`config.mk`:
```
export PLATFORM = sky130hd
export DESIGN_NAME = sound_mem_arbiter_flat
export DESIGN_NICKNAME = d
export VERILOG_FILES = /design/src/rtl/sound_mem_arbiter_if.sv /design/src/rtl/sound_mem_arbiter.sv /design/src/flat_wrapper.sv
export SDC_FILE = /design/constraint.sdc
export NUM_CORES = 1
export LEC_CHECK = 0
export ABC_AREA = 1
export ABC_CLOCK_PERIOD_IN_PS = 8500
export BUFFER_PORTS_ARGS = -buffer_cell sky130_fd_sc_hd__buf_2
export CAP_MARGIN = 15
export CORE_MARGIN = 5
export CORE_UTILIZATION = 56
export CTS_BUF_LIST = sky130_fd_sc_hd__clkbuf_16
export CTS_CLUSTER_SIZE = 16
export DETAILED_ROUTE_END_ITERATION = 10
export PLACE_DENSITY = 0.89
export RECOVER_POWER = 50
export SLEW_MARGIN = 20
export SYNTH_ARGS = -nofsm -noshare
export SYNTH_HDL_FRONTEND = slang
export SYNTH_SLANG_ARGS = --single-unit
```
`constraint.sdc`:
```
create_clock -name clk_logic -period 8.5 [get_ports clk_logic]
set_clock_uncertainty 0.15 [all_clocks]
set_input_delay 0.425 -clock clk_logic [delete_from_list [all_inputs] [get_ports clk_logic]]
set_output_delay 0.425 -clock clk_logic [all_outputs]
set_load 0.02 [all_outputs]
```
`src/rtl/sound_mem_arbiter_if.sv`:
```
// rtl/sound_mem_arbiter_if.sv - request, completion and SDRAM client signals of the sound memory arbiter
//
// Groups every non-clock/reset signal of sound_mem_arbiter.
//   slave  modport : the arbiter (takes GLU/DOC requests and SDRAM responses,
//                    drives completions, SDRAM strobes and status flags)
//   master modport : the surrounding GLU/DOC logic plus SDRAM port model
// Signals: wr_req_i/wr_addr_i/wr_data_i/wr_byte_en_i/wr_done_o (GLU write path),
//          rd_req_i/rd_addr_i/rd_ready_o/rd_q_o (DOC read path),
//          mem_rd_o/mem_wr_o/mem_addr_o/mem_data_o/mem_byte_en_o/mem_ready_i/mem_q_i (SDRAM),
//          wr_overrun_o/timeout_o (sticky status).
interface sound_mem_arbiter_if #(
    parameter int ADDR_WIDTH = 21
);
    logic                  wr_req_i;
    logic [ADDR_WIDTH-1:0] wr_addr_i;
    logic [31:0]           wr_data_i;
    logic [3:0]            wr_byte_en_i;
    logic                  wr_done_o;

    logic                  rd_req_i;
    logic [ADDR_WIDTH-1:0] rd_addr_i;
    logic                  rd_ready_o;
    logic [31:0]           rd_q_o;

    logic                  mem_rd_o;
    logic                  mem_wr_o;
    logic [ADDR_WIDTH-1:0] mem_addr_o;
    logic [31:0]           mem_data_o;
    logic [3:0]            mem_byte_en_o;
    logic                  mem_ready_i;
    logic [31:0]           mem_q_i;

    logic                  wr_overrun_o;
    logic                  timeout_o;

    modport slave (
        input  wr_req_i, wr_addr_i, wr_data_i, wr_byte_en_i,
        output wr_done_o,
        input  rd_req_i, rd_addr_i,
        output rd_ready_o, rd_q_o,
        output mem_rd_o, mem_wr_o, mem_addr_o, mem_data_o, mem_byte_en_o,
        input  mem_ready_i, mem_q_i,
        output wr_overrun_o, timeout_o
    );

    modport master (
        output wr_req_i, wr_addr_i, wr_data_i, wr_byte_en_i,
        input  wr_done_o,
        output rd_req_i, rd_addr_i,
        input  rd_ready_o, rd_q_o,
        input  mem_rd_o, mem_wr_o, mem_addr_o, mem_data_o, mem_byte_en_o,
        output mem_ready_i, mem_q_i,
        input  wr_overrun_o, timeout_o
    );
endinterface

```
`src/rtl/sound_mem_arbiter.sv`:
```
// rtl/sound_mem_arbiter.sv - shares one SDRAM client port between the GLU write path and DOC5503 reads
//
// Ports:
//   clk_logic    : system logic clock
//   system_reset : asynchronous, active-high reset
//   bus          : sound_mem_arbiter_if.slave (requests, completions, SDRAM client, status)
// Single-cycle request strobes are held in one-deep pending slots (write slot
// drops on overflow, read slot keeps the latest address), one access is issued
// at a time from separate in-flight registers, and a one-cycle done/ready pulse
// follows each SDRAM completion.
// Optional feature macro: SOUND_ARB_TIMEOUT_EN (watchdog abort after TIMEOUT_CYCLES).
module sound_mem_arbiter #(
    parameter int ADDR_WIDTH      = 21,
    parameter int READ_PRIORITY   = 1,
    parameter int WR_STARVE_LIMIT = 4,
    parameter int TIMEOUT_CYCLES  = 1023
) (
    input logic                 clk_logic,
    input logic                 system_reset,
    sound_mem_arbiter_if.slave  bus
);
    typedef enum logic [1:0] {IDLE, RD_BUSY, WR_BUSY} state_t;

    localparam logic [3:0] STARVE_LIM = 4'(WR_STARVE_LIMIT);

    state_t                state;

    logic                  wr_valid;
    logic [ADDR_WIDTH-1:0] wr_addr;
    logic [31:0]           wr_data;
    logic [3:0]            wr_be;

    logic                  rd_valid;
    logic [ADDR_WIDTH-1:0] rd_addr;

    logic [3:0]            starve_cnt;

    logic                  mem_rd;
    logic                  mem_wr;
    logic [ADDR_WIDTH-1:0] mem_addr;
    logic [31:0]           mem_data;
    logic [3:0]            mem_be;
    logic                  rd_ready;
    logic [31:0]           rd_q;
    logic                  wr_done;
    logic                  wr_overrun;

`ifdef SOUND_ARB_TIMEOUT_EN
    localparam logic [9:0] TMO_LAST = 10'(TIMEOUT_CYCLES - 1);
    logic [9:0]            tmo_cnt;
    logic                  tmo_flag;
`endif

    logic grant_rd;
    logic grant_wr;

    // Arbitration is only evaluated in IDLE; a grant frees its slot this cycle,
    // which is what lets a same-cycle request land in the freed slot.
    always_comb begin
        grant_rd = 1'b0;
        grant_wr = 1'b0;
        if (state == IDLE) begin
            if (wr_valid && rd_valid) begin
                if (READ_PRIORITY != 0 && starve_cnt != STARVE_LIM)
                    grant_rd = 1'b1;
                else
                    grant_wr = 1'b1;
            end else if (wr_valid) begin
                grant_wr = 1'b1;
            end else if (rd_valid) begin
                grant_rd = 1'b1;
            end
        end
    end

    always_ff @(posedge clk_logic or posedge system_reset) begin
        if (system_reset) begin
            state      <= IDLE;
            wr_valid   <= 1'b0;
            wr_addr    <= '0;
            wr_data    <= '0;
            wr_be      <= '0;
            rd_valid   <= 1'b0;
            rd_addr    <= '0;
            starve_cnt <= '0;
            mem_rd     <= 1'b0;
            mem_wr     <= 1'b0;
            mem_addr   <= '0;
            mem_data   <= '0;
            mem_be     <= '0;
            rd_ready   <= 1'b0;
            rd_q       <= '0;
            wr_done    <= 1'b0;
            wr_overrun <= 1'b0;
`ifdef SOUND_ARB_TIMEOUT_EN
            tmo_cnt    <= '0;
            tmo_flag   <= 1'b0;
`endif
        end else begin
            mem_rd   <= 1'b0;
            mem_wr   <= 1'b0;
            rd_ready <= 1'b0;
            wr_done  <= 1'b0;

            // Write slot: never overwritten while occupied, so an overflow is lost.
            if (bus.wr_req_i) begin
                if (!wr_valid || grant_wr) begin
                    wr_valid <= 1'b1;
                    wr_addr  <= bus.wr_addr_i;
                    wr_data  <= bus.wr_data_i;
                    wr_be    <= bus.wr_byte_en_i;
                end else begin
                    wr_overrun <= 1'b1;
                end
            end else if (grant_wr) begin
                wr_valid <= 1'b0;
            end

            // Read slot: the DOC only cares about its newest address.
            if (bus.rd_req_i) begin
                rd_valid <= 1'b1;
                rd_addr  <= bus.rd_addr_i;
            end else if (grant_rd) begin
                rd_valid <= 1'b0;
            end

            case (state)
                IDLE: begin
                    if (grant_rd) begin
                        mem_addr <= rd_addr;
                        mem_data <= '0;
                        mem_be   <= 4'b1111;
                        mem_rd   <= 1'b1;
                        state    <= RD_BUSY;
                        if (wr_valid && starve_cnt != STARVE_LIM)
                            starve_cnt <= starve_cnt + 4'd1;
`ifdef SOUND_ARB_TIMEOUT_EN
                        tmo_cnt  <= '0;
`endif
                    end else if (grant_wr) begin
                        mem_addr   <= wr_addr;
                        mem_data   <= wr_data;
                        mem_be     <= wr_be;
                        mem_wr     <= 1'b1;
                        state      <= WR_BUSY;
                        starve_cnt <= '0;
`ifdef SOUND_ARB_TIMEOUT_EN
                        tmo_cnt    <= '0;
`endif
                    end
                end
                RD_BUSY: begin
                    if (bus.mem_ready_i) begin
                        rd_q     <= bus.mem_q_i;
                        rd_ready <= 1'b1;
                        state    <= IDLE;
                    end
`ifdef SOUND_ARB_TIMEOUT_EN
                    else if (tmo_cnt == TMO_LAST) begin
                        rd_q     <= '0;
                        rd_ready <= 1'b1;
                        tmo_flag <= 1'b1;
                        state    <= IDLE;
                    end else begin
                        tmo_cnt <= tmo_cnt + 10'd1;
                    end
`endif
                end
                WR_BUSY: begin
                    if (bus.mem_ready_i) begin
                        wr_done <= 1'b1;
                        state   <= IDLE;
                    end
`ifdef SOUND_ARB_TIMEOUT_EN
                    else if (tmo_cnt == TMO_LAST) begin
                        wr_done  <= 1'b1;
                        tmo_flag <= 1'b1;
                        state    <= IDLE;
                    end else begin
                        tmo_cnt <= tmo_cnt + 10'd1;
                    end
`endif
                end
                default: state <= IDLE;
            endcase
        end
    end

    assign bus.mem_rd_o      = mem_rd;
    assign bus.mem_wr_o      = mem_wr;
    assign bus.mem_addr_o    = mem_addr;
    assign bus.mem_data_o    = mem_data;
    assign bus.mem_byte_en_o = mem_be;
    assign bus.rd_ready_o    = rd_ready;
    assign bus.rd_q_o        = rd_q;
    assign bus.wr_done_o     = wr_done;
    assign bus.wr_overrun_o  = wr_overrun;
`ifdef SOUND_ARB_TIMEOUT_EN
    assign bus.timeout_o     = tmo_flag;
`else
    // No watchdog: the flag is constant 0 for any legal TIMEOUT_CYCLES (1..1023),
    // written against the parameter so it stays referenced in this build.
    assign bus.timeout_o     = (TIMEOUT_CYCLES == 0);
`endif
endmodule

```
`src/flat_wrapper.sv`:
```
// flat-port wrapper written by rule: the top's interface ports become plain ports
module sound_mem_arbiter_flat 
#(
    parameter int ADDR_WIDTH      = 21,
    parameter int READ_PRIORITY   = 1,
    parameter int WR_STARVE_LIMIT = 4,
    parameter int TIMEOUT_CYCLES  = 1023
)
  (clk_logic, system_reset, bus_wr_req_i, bus_wr_addr_i, bus_wr_data_i, bus_wr_byte_en_i, bus_wr_done_o, bus_rd_req_i, bus_rd_addr_i, bus_rd_ready_o, bus_rd_q_o, bus_mem_rd_o, bus_mem_wr_o, bus_mem_addr_o, bus_mem_data_o, bus_mem_byte_en_o, bus_mem_ready_i, bus_mem_q_i, bus_wr_overrun_o, bus_timeout_o);
  sound_mem_arbiter_if #(.ADDR_WIDTH(ADDR_WIDTH)) bus_i ();
  input logic clk_logic;
  input logic system_reset;
  input wire logic [$bits(bus_i.wr_req_i)-1:0] bus_wr_req_i;
  input wire logic [$bits(bus_i.wr_addr_i)-1:0] bus_wr_addr_i;
  input wire logic [$bits(bus_i.wr_data_i)-1:0] bus_wr_data_i;
  input wire logic [$bits(bus_i.wr_byte_en_i)-1:0] bus_wr_byte_en_i;
  output wire logic [$bits(bus_i.wr_done_o)-1:0] bus_wr_done_o;
  input wire logic [$bits(bus_i.rd_req_i)-1:0] bus_rd_req_i;
  input wire logic [$bits(bus_i.rd_addr_i)-1:0] bus_rd_addr_i;
  output wire logic [$bits(bus_i.rd_ready_o)-1:0] bus_rd_ready_o;
  output wire logic [$bits(bus_i.rd_q_o)-1:0] bus_rd_q_o;
  output wire logic [$bits(bus_i.mem_rd_o)-1:0] bus_mem_rd_o;
  output wire logic [$bits(bus_i.mem_wr_o)-1:0] bus_mem_wr_o;
  output wire logic [$bits(bus_i.mem_addr_o)-1:0] bus_mem_addr_o;
  output wire logic [$bits(bus_i.mem_data_o)-1:0] bus_mem_data_o;
  output wire logic [$bits(bus_i.mem_byte_en_o)-1:0] bus_mem_byte_en_o;
  input wire logic [$bits(bus_i.mem_ready_i)-1:0] bus_mem_ready_i;
  input wire logic [$bits(bus_i.mem_q_i)-1:0] bus_mem_q_i;
  output wire logic [$bits(bus_i.wr_overrun_o)-1:0] bus_wr_overrun_o;
  output wire logic [$bits(bus_i.timeout_o)-1:0] bus_timeout_o;
  assign bus_i.wr_req_i = bus_wr_req_i;
  assign bus_i.wr_addr_i = bus_wr_addr_i;
  assign bus_i.wr_data_i = bus_wr_data_i;
  assign bus_i.wr_byte_en_i = bus_wr_byte_en_i;
  assign bus_wr_done_o = bus_i.wr_done_o;
  assign bus_i.rd_req_i = bus_rd_req_i;
  assign bus_i.rd_addr_i = bus_rd_addr_i;
  assign bus_rd_ready_o = bus_i.rd_ready_o;
  assign bus_rd_q_o = bus_i.rd_q_o;
  assign bus_mem_rd_o = bus_i.mem_rd_o;
  assign bus_mem_wr_o = bus_i.mem_wr_o;
  assign bus_mem_addr_o = bus_i.mem_addr_o;
  assign bus_mem_data_o = bus_i.mem_data_o;
  assign bus_mem_byte_en_o = bus_i.mem_byte_en_o;
  assign bus_i.mem_ready_i = bus_mem_ready_i;
  assign bus_i.mem_q_i = bus_mem_q_i;
  assign bus_wr_overrun_o = bus_i.wr_overrun_o;
  assign bus_timeout_o = bus_i.timeout_o;
  sound_mem_arbiter #(.ADDR_WIDTH(ADDR_WIDTH), .READ_PRIORITY(READ_PRIORITY), .WR_STARVE_LIMIT(WR_STARVE_LIMIT), .TIMEOUT_CYCLES(TIMEOUT_CYCLES)) u_core (.clk_logic(clk_logic), .system_reset(system_reset), .bus(bus_i));
endmodule
```
## After elaboration in Yosys (flattened, before gate mapping)

Cells that the tools add are included.
Widths: inputs -> output; s select.

| operators by class | value |
|---|---|
| multiplexer cells | 35 |
| order comparisons | 0 |
| bitwise gates (word level) | 1 |
| add/sub/neg operators | 1 |
| multiply operators | 0 |
| shift-type cells | 0 |
| eq/ne operators | 7 |
| div/mod/pow operators | 0 |
| reductions and logical operators | 16 |

Operators by type and width:

| operator | number |
|---|---|
| $mux 32 | 2 |
| $mux 21 | 2 |
| $mux 1 | 22 |
| $mux 4 | 5 |
| $reduce_and 2->1 | 6 |
| $mux 2 | 3 |
| $reduce_bool 2->1 | 3 |
| $add 4x1->4 const B | 1 |
| $ne 2x1->1 const B | 2 |
| $ne 4x3->1 const B | 1 |
| $pmux 2 s2 | 1 |
| $ne 3x1->1 const B | 1 |
| $reduce_and 3->1 | 1 |
| $eq 2x1->1 const B | 1 |
| $eq 2x2->1 const B | 1 |
| $logic_and 1x1->1 | 2 |
| $logic_not 2->1 | 1 |
| $ne 2x2->1 const B | 1 |
| $reduce_or 2->1 | 1 |
| $logic_not 1->1 | 1 |
| $logic_or 1x1->1 | 1 |
| $not 1->1 | 1 |

| storage, ports and cells | value |
|---|---|
| register bits after elaboration | 180 |
| latch bits | 0 |
| memories kept | 0 |
| bits of input ports | 115 |
| bits in writable memories | 0 |
| bits in read-only memories | 0 |
| word-level logic and storage cells | 77 |

## Depth between registers and ports, before layout

| depth | value |
|---|---|
| word-level depth | 7 |
| depth in mapped cells | 12 |

## Least setup slack after synthesis

OpenSTA, ideal clock, no wires.

| timing path | value |
|---|---|
| path kind | register to register |
| start point | reg u_core.state[0] |
| end point | reg u_core.wr_addr[10] |
| period minus slack after synthesis | 1736 ps |
| setup time | 117 ps |
| data arrival time | 1469 ps |
| required time | 8233 ps |
| cell stages (with the launch flop) | 13 |
| setup slack | 6764 ps |
| cell sequence | dfrtp_1 > inv_1 > ha_1 > buf_2 > nand2_2 > inv_1 > nand2_4 > nand2_4 > nand2_2 > buf_6 > buf_6 > nand2_1 > nand2_1 |

| between the ends | value |
|---|---|
| word-level cells in the longest chain between the ends | 4 |

Ends and longest elaborated chain:

| what | line | text |
|---|---|---|
| start: declaration | sound_mem_arbiter.sv:26 | `state_t state;` |
| start signal: assignment | sound_mem_arbiter.sv:78 | `state <= IDLE;` |
| start signal: assignment | sound_mem_arbiter.sv:134 | `state <= RD_BUSY;` |
| start signal: assignment | sound_mem_arbiter.sv:145 | `state <= WR_BUSY;` |
| $logic_not 2->1 | sound_mem_arbiter.sv:62 | `if (state == IDLE) begin` |
| $mux 1 | sound_mem_arbiter.sv:62 |  |
| $logic_or 1x1->1 | sound_mem_arbiter.sv:107 | `if (!wr_valid \|\| grant_wr) begin` |
| $reduce_and 2->1 (no line) | n/a |  |
| end signal: assignment | sound_mem_arbiter.sv:109 | `wr_addr <= bus.wr_addr_i;` |
| end: declaration | sound_mem_arbiter.sv:29 | `logic [ADDR_WIDTH-1:0] wr_addr;` |

Every way passes these cells.
A chain may end at the register's enable or synchronous reset.

==> results.py <==
metrics = {
    "status": {
        "outcome": "finished, violations left",
        "violations": "capacitance limit, slew limit",
    },
    "synth": {
        "synthTopCellsByArea": "dfrtp_1 61%, nand2_1 21%, nand3_1 5.8%, inv_1 2.9%, nand4_1 1.9%",
        "yosys.area.top_type_share_pct": 60.9,
        "synth-simple-area-share_pct": 29.3,
        "synth.distinct_cells": 22,
        "synth_top_family_by_area": "simple AND/OR/NAND/NOR gates",
        "syn_inst": 855,
        "synth_compound_area_share_pct": 2.11,
        "synthFlopType": "dfrtp_1",
        "synthMuxAreaShare_pct": 0,
        "syn_area_per_cell_um2": 8.65,
        "synth_xor_area_share_pct": 0.237,
        "seq_area_frac_synth_pct": 60.9,
        "async_flop_share_pct": 100,
        "ys.warnings.count": 0,
        "syn-num-nets": 975,
        "yosysTopAreaCell": "dfrtp_1",
        "ys_seq_elements": 180,
        "synth-edff-count": 0,
        "yosys.area_share.adder_pct": 0.845,
        "syn_area_um2": 7400,
    },
    "global_route": {
        "antenna_found_initial": 3,
        "grt_use_total_pct": 22.8,
        "grt_remaining_overflow": 0,
        "grt_start_max_net_pins": 106,
        "grt_pass1_vias": 6026,
        "grt_first_pass_wirelength_um": 29000,
    },
    "worst_setup_path": {
        "cp-end-kind": "async pin",
        "critPathArrivalTime_ns": 4.05,
        "path_class": "in2async",
        "crit_required_ns": 8.78,
        "path_max_fanout": 105,
        "start_kind": "input port",
    },
    "cells_and_area": {
        "nFillCells": 1087,
        "area_growth_pct": 19.7,
        "nets": 1152,
        "final_common_cell": "nand2_1",
        "drive_above_1_share_pct": 14.6,
        "final_cell_mix": "414 x nand2_1, 180 x dfrtp_1, 113 x buf_2",
    },
    "sta": {
        "worst_pin_slew_ns": 4.33,
        "fin_crit_sh_pct": 44.3,
        "setup_tns_ns": 0,
        "slew_headroom_pct": -190,
        "slew_violations": 149,
        "rsz0062_at_grt": "no",
        "max_freq_ghz": 0.266,
        "hold_viol_final": 0,
        "finalSetupViolations": 0,
        "fin_crit_ns": 3.76,
    },
    "power_and_ir_drop": {
        "peakVddDrop_v": 0.000204,
        "p_per_area_nw_per_um2": 384,
        "p_leak_nw": 4.88,
        "design_power_total_mw": 3.40,
    },
    "cts": {
        "cts_made_buffers": 17,
        "root_buffer": "clkbuf_16",
        "ctsResizeCount": 0,
        "cts_buffer_depth": 2,
        "cts_setup_buffers": 0,
        "path_clk_slew_ns": 0.07,
        "cts-htree-levels": 4,
        "cts.sinks": 180,
        "clk_latency_ns": 0.43,
        "ctsHoldBuffers": 0,
        "tritoncts": "yes",
    },
    "floorplan": {
        "ioPinCount": 210,
        "die_y_um": 125,
        "rows": 42,
        "die_w_um": 125,
        "start_util_pct": 56.6,
        "core-area_um2": 13100,
        "dieArea_um2": 15600,
    },
    "detailed_routing": {
        "first_pass_iters": 7,
        "vias": 6169,
        "drcViolationCount": 0,
        "wl_per_cell_um": 14.2,
        "wl_um": 17400,
        "ant_nets": 0,
        "drt-initial-drc-count": 455,
        "viasPerCell": 5.05,
    },
    "worst_hold_path": {
        "min_path_type": "in2reg",
    },
    "place": {
        "hpwlAfterDp_um": 11900,
        "place_congestion": 0.885,
        "io_buffers": 208,
    },
    "run": {
        "cap_violations": 2,
    },
}
==> cells in the mapped netlist, types with 2 or more instances <==
| cell type | n |
|---|---|
| nand2_1 | 414 |
| clkbuf_1 | 26 |
| o21ai_0 | 22 |
| buf_4 | 7 |
| buf_2 | 12 |
| dfrtp_1 | 180 |
| o31ai_1 | 3 |
| inv_1 | 58 |
| buf_1 | 4 |
| nand3_1 | 86 |
| buf_6 | 4 |
| ha_1 | 5 |
| nand2_2 | 3 |
| nand4_1 | 22 |
| nand2_4 | 2 |
==> cells by family (layout without fill, tap and decap cells) <==
logic type / count (synthesis) / in the layout
AND/OR/NAND/NOR: 528 / 528
flip-flops: 180 / 180
buffers and inverters: 111 / 301
AO/OA/AOI/OAI: 28 / 28
adder cells (fa/ha/maj): 5 / 5
XOR/XNOR: 2 / 2
other: 1 / 2
==> stage by stage <==
stage	cells	hold slack (ns)	area (µm²)	utilization [%]	setup slack, ns
finish	1222	0.0447	8850	67.7	4.74
global route	1221	0.0386	8850	67.7	3.85
CTS	1221	0.0297	8970	68.6	4.92
detailed placement	1189	0.307	8430	64.4	4.96
global placement	1189	0.304	8430	64.4	5.11
floorplan	855	0.292	7400	-	3.04
==> final cells by class <==
cell class                 count  area, µm²  area share, %
sequential                   180       4500           50.9
multi-input combinational    564       2420           27.3
timing repair buffer         211        945           10.7
clock buffer                  17        425           4.80
tap                          176        220           2.49
inverter                      58        219           2.47
clock inverter                15        119           1.34
antenna                        1       2.50         0.0283
==> flip-flops by register name, indices dropped and copies added, names as in the netlist <==
name	flops
u_core.wr_valid	1
u_core.bus.mem_wr_o	1
u_core.bus.wr_overrun_o	1
u_core.bus.mem_data_o	32
u_core.bus.rd_ready_o	1
u_core.rd_valid	1
u_core.bus.mem_byte_en_o	4
u_core.bus.rd_q_o	32
u_core.starve_cnt	4
u_core.bus.mem_addr_o	21
u_core.bus.mem_rd_o	1
u_core.bus.wr_done_o	1
u_core.wr_be	4
u_core.wr_addr	21
u_core.wr_data	32
u_core.rd_addr	21
u_core.state	2
==> routing by layer <==
| layer | up-vias | GRT usage, % | share of wire, % |
|---|---|---|---|
| met2 | 244 | 34.6 | 45 |
| li1 | 3004 | - | - |
| met5 | - | 0 | 0.24 |
| met1 | 2872 | 29.8 | 42 |
| met3 | 43 | 9.13 | 9.8 |
| met4 | 6 | 8.67 | 2.4 |
==> power by group <==
| group | leakage (nW) | switching, mW | internal [mW] |
|---|---|---|---|
| logic | 2.36 | 0.932 | 0.367 |
| clock network | 0.266 | 0.323 | 0.399 |
| registers | 2.26 | 0.191 | 1.19 |
| total | 4.88 | 1.45 | 1.95 |
==> worst paths after layout <==
kind / start / to / slack (ns) / cells after the start
worst max-delay path: system_reset / u_core.bus.mem_addr_o[20]$_DFFE_PP0P_ / 4.74 / 3
worst min-delay path: bus_mem_q_i[3] / u_core.bus.rd_q_o[3]$_DFFE_PP0P_ / 0.04 / 3
min in group asynchronous: system_reset / u_core.bus.rd_q_o[0]$_DFFE_PP0P_ / 1.17 / 2
worst max register to register: u_core.state[0]$_DFFE_PP0P_ / u_core.wr_data[29]$_DFFE_PP0P_ / 4.87 / 9
worst min register to register: u_core.wr_data[7]$_DFFE_PP0P_ / u_core.bus.mem_data_o[7]$_DFFE_PP0P_ / 0.32 / 2
max in group clk_logic: u_core.state[0]$_DFFE_PP0P_ / u_core.wr_data[29]$_DFFE_PP0P_ / 4.87 / 9
==> worst max-delay path, stage by stage <==
cell and delay, ns:
buf_2 0.10, clkinvlp_2 2.42, buf_4 1.04
(Power assumes the default switching activity.)
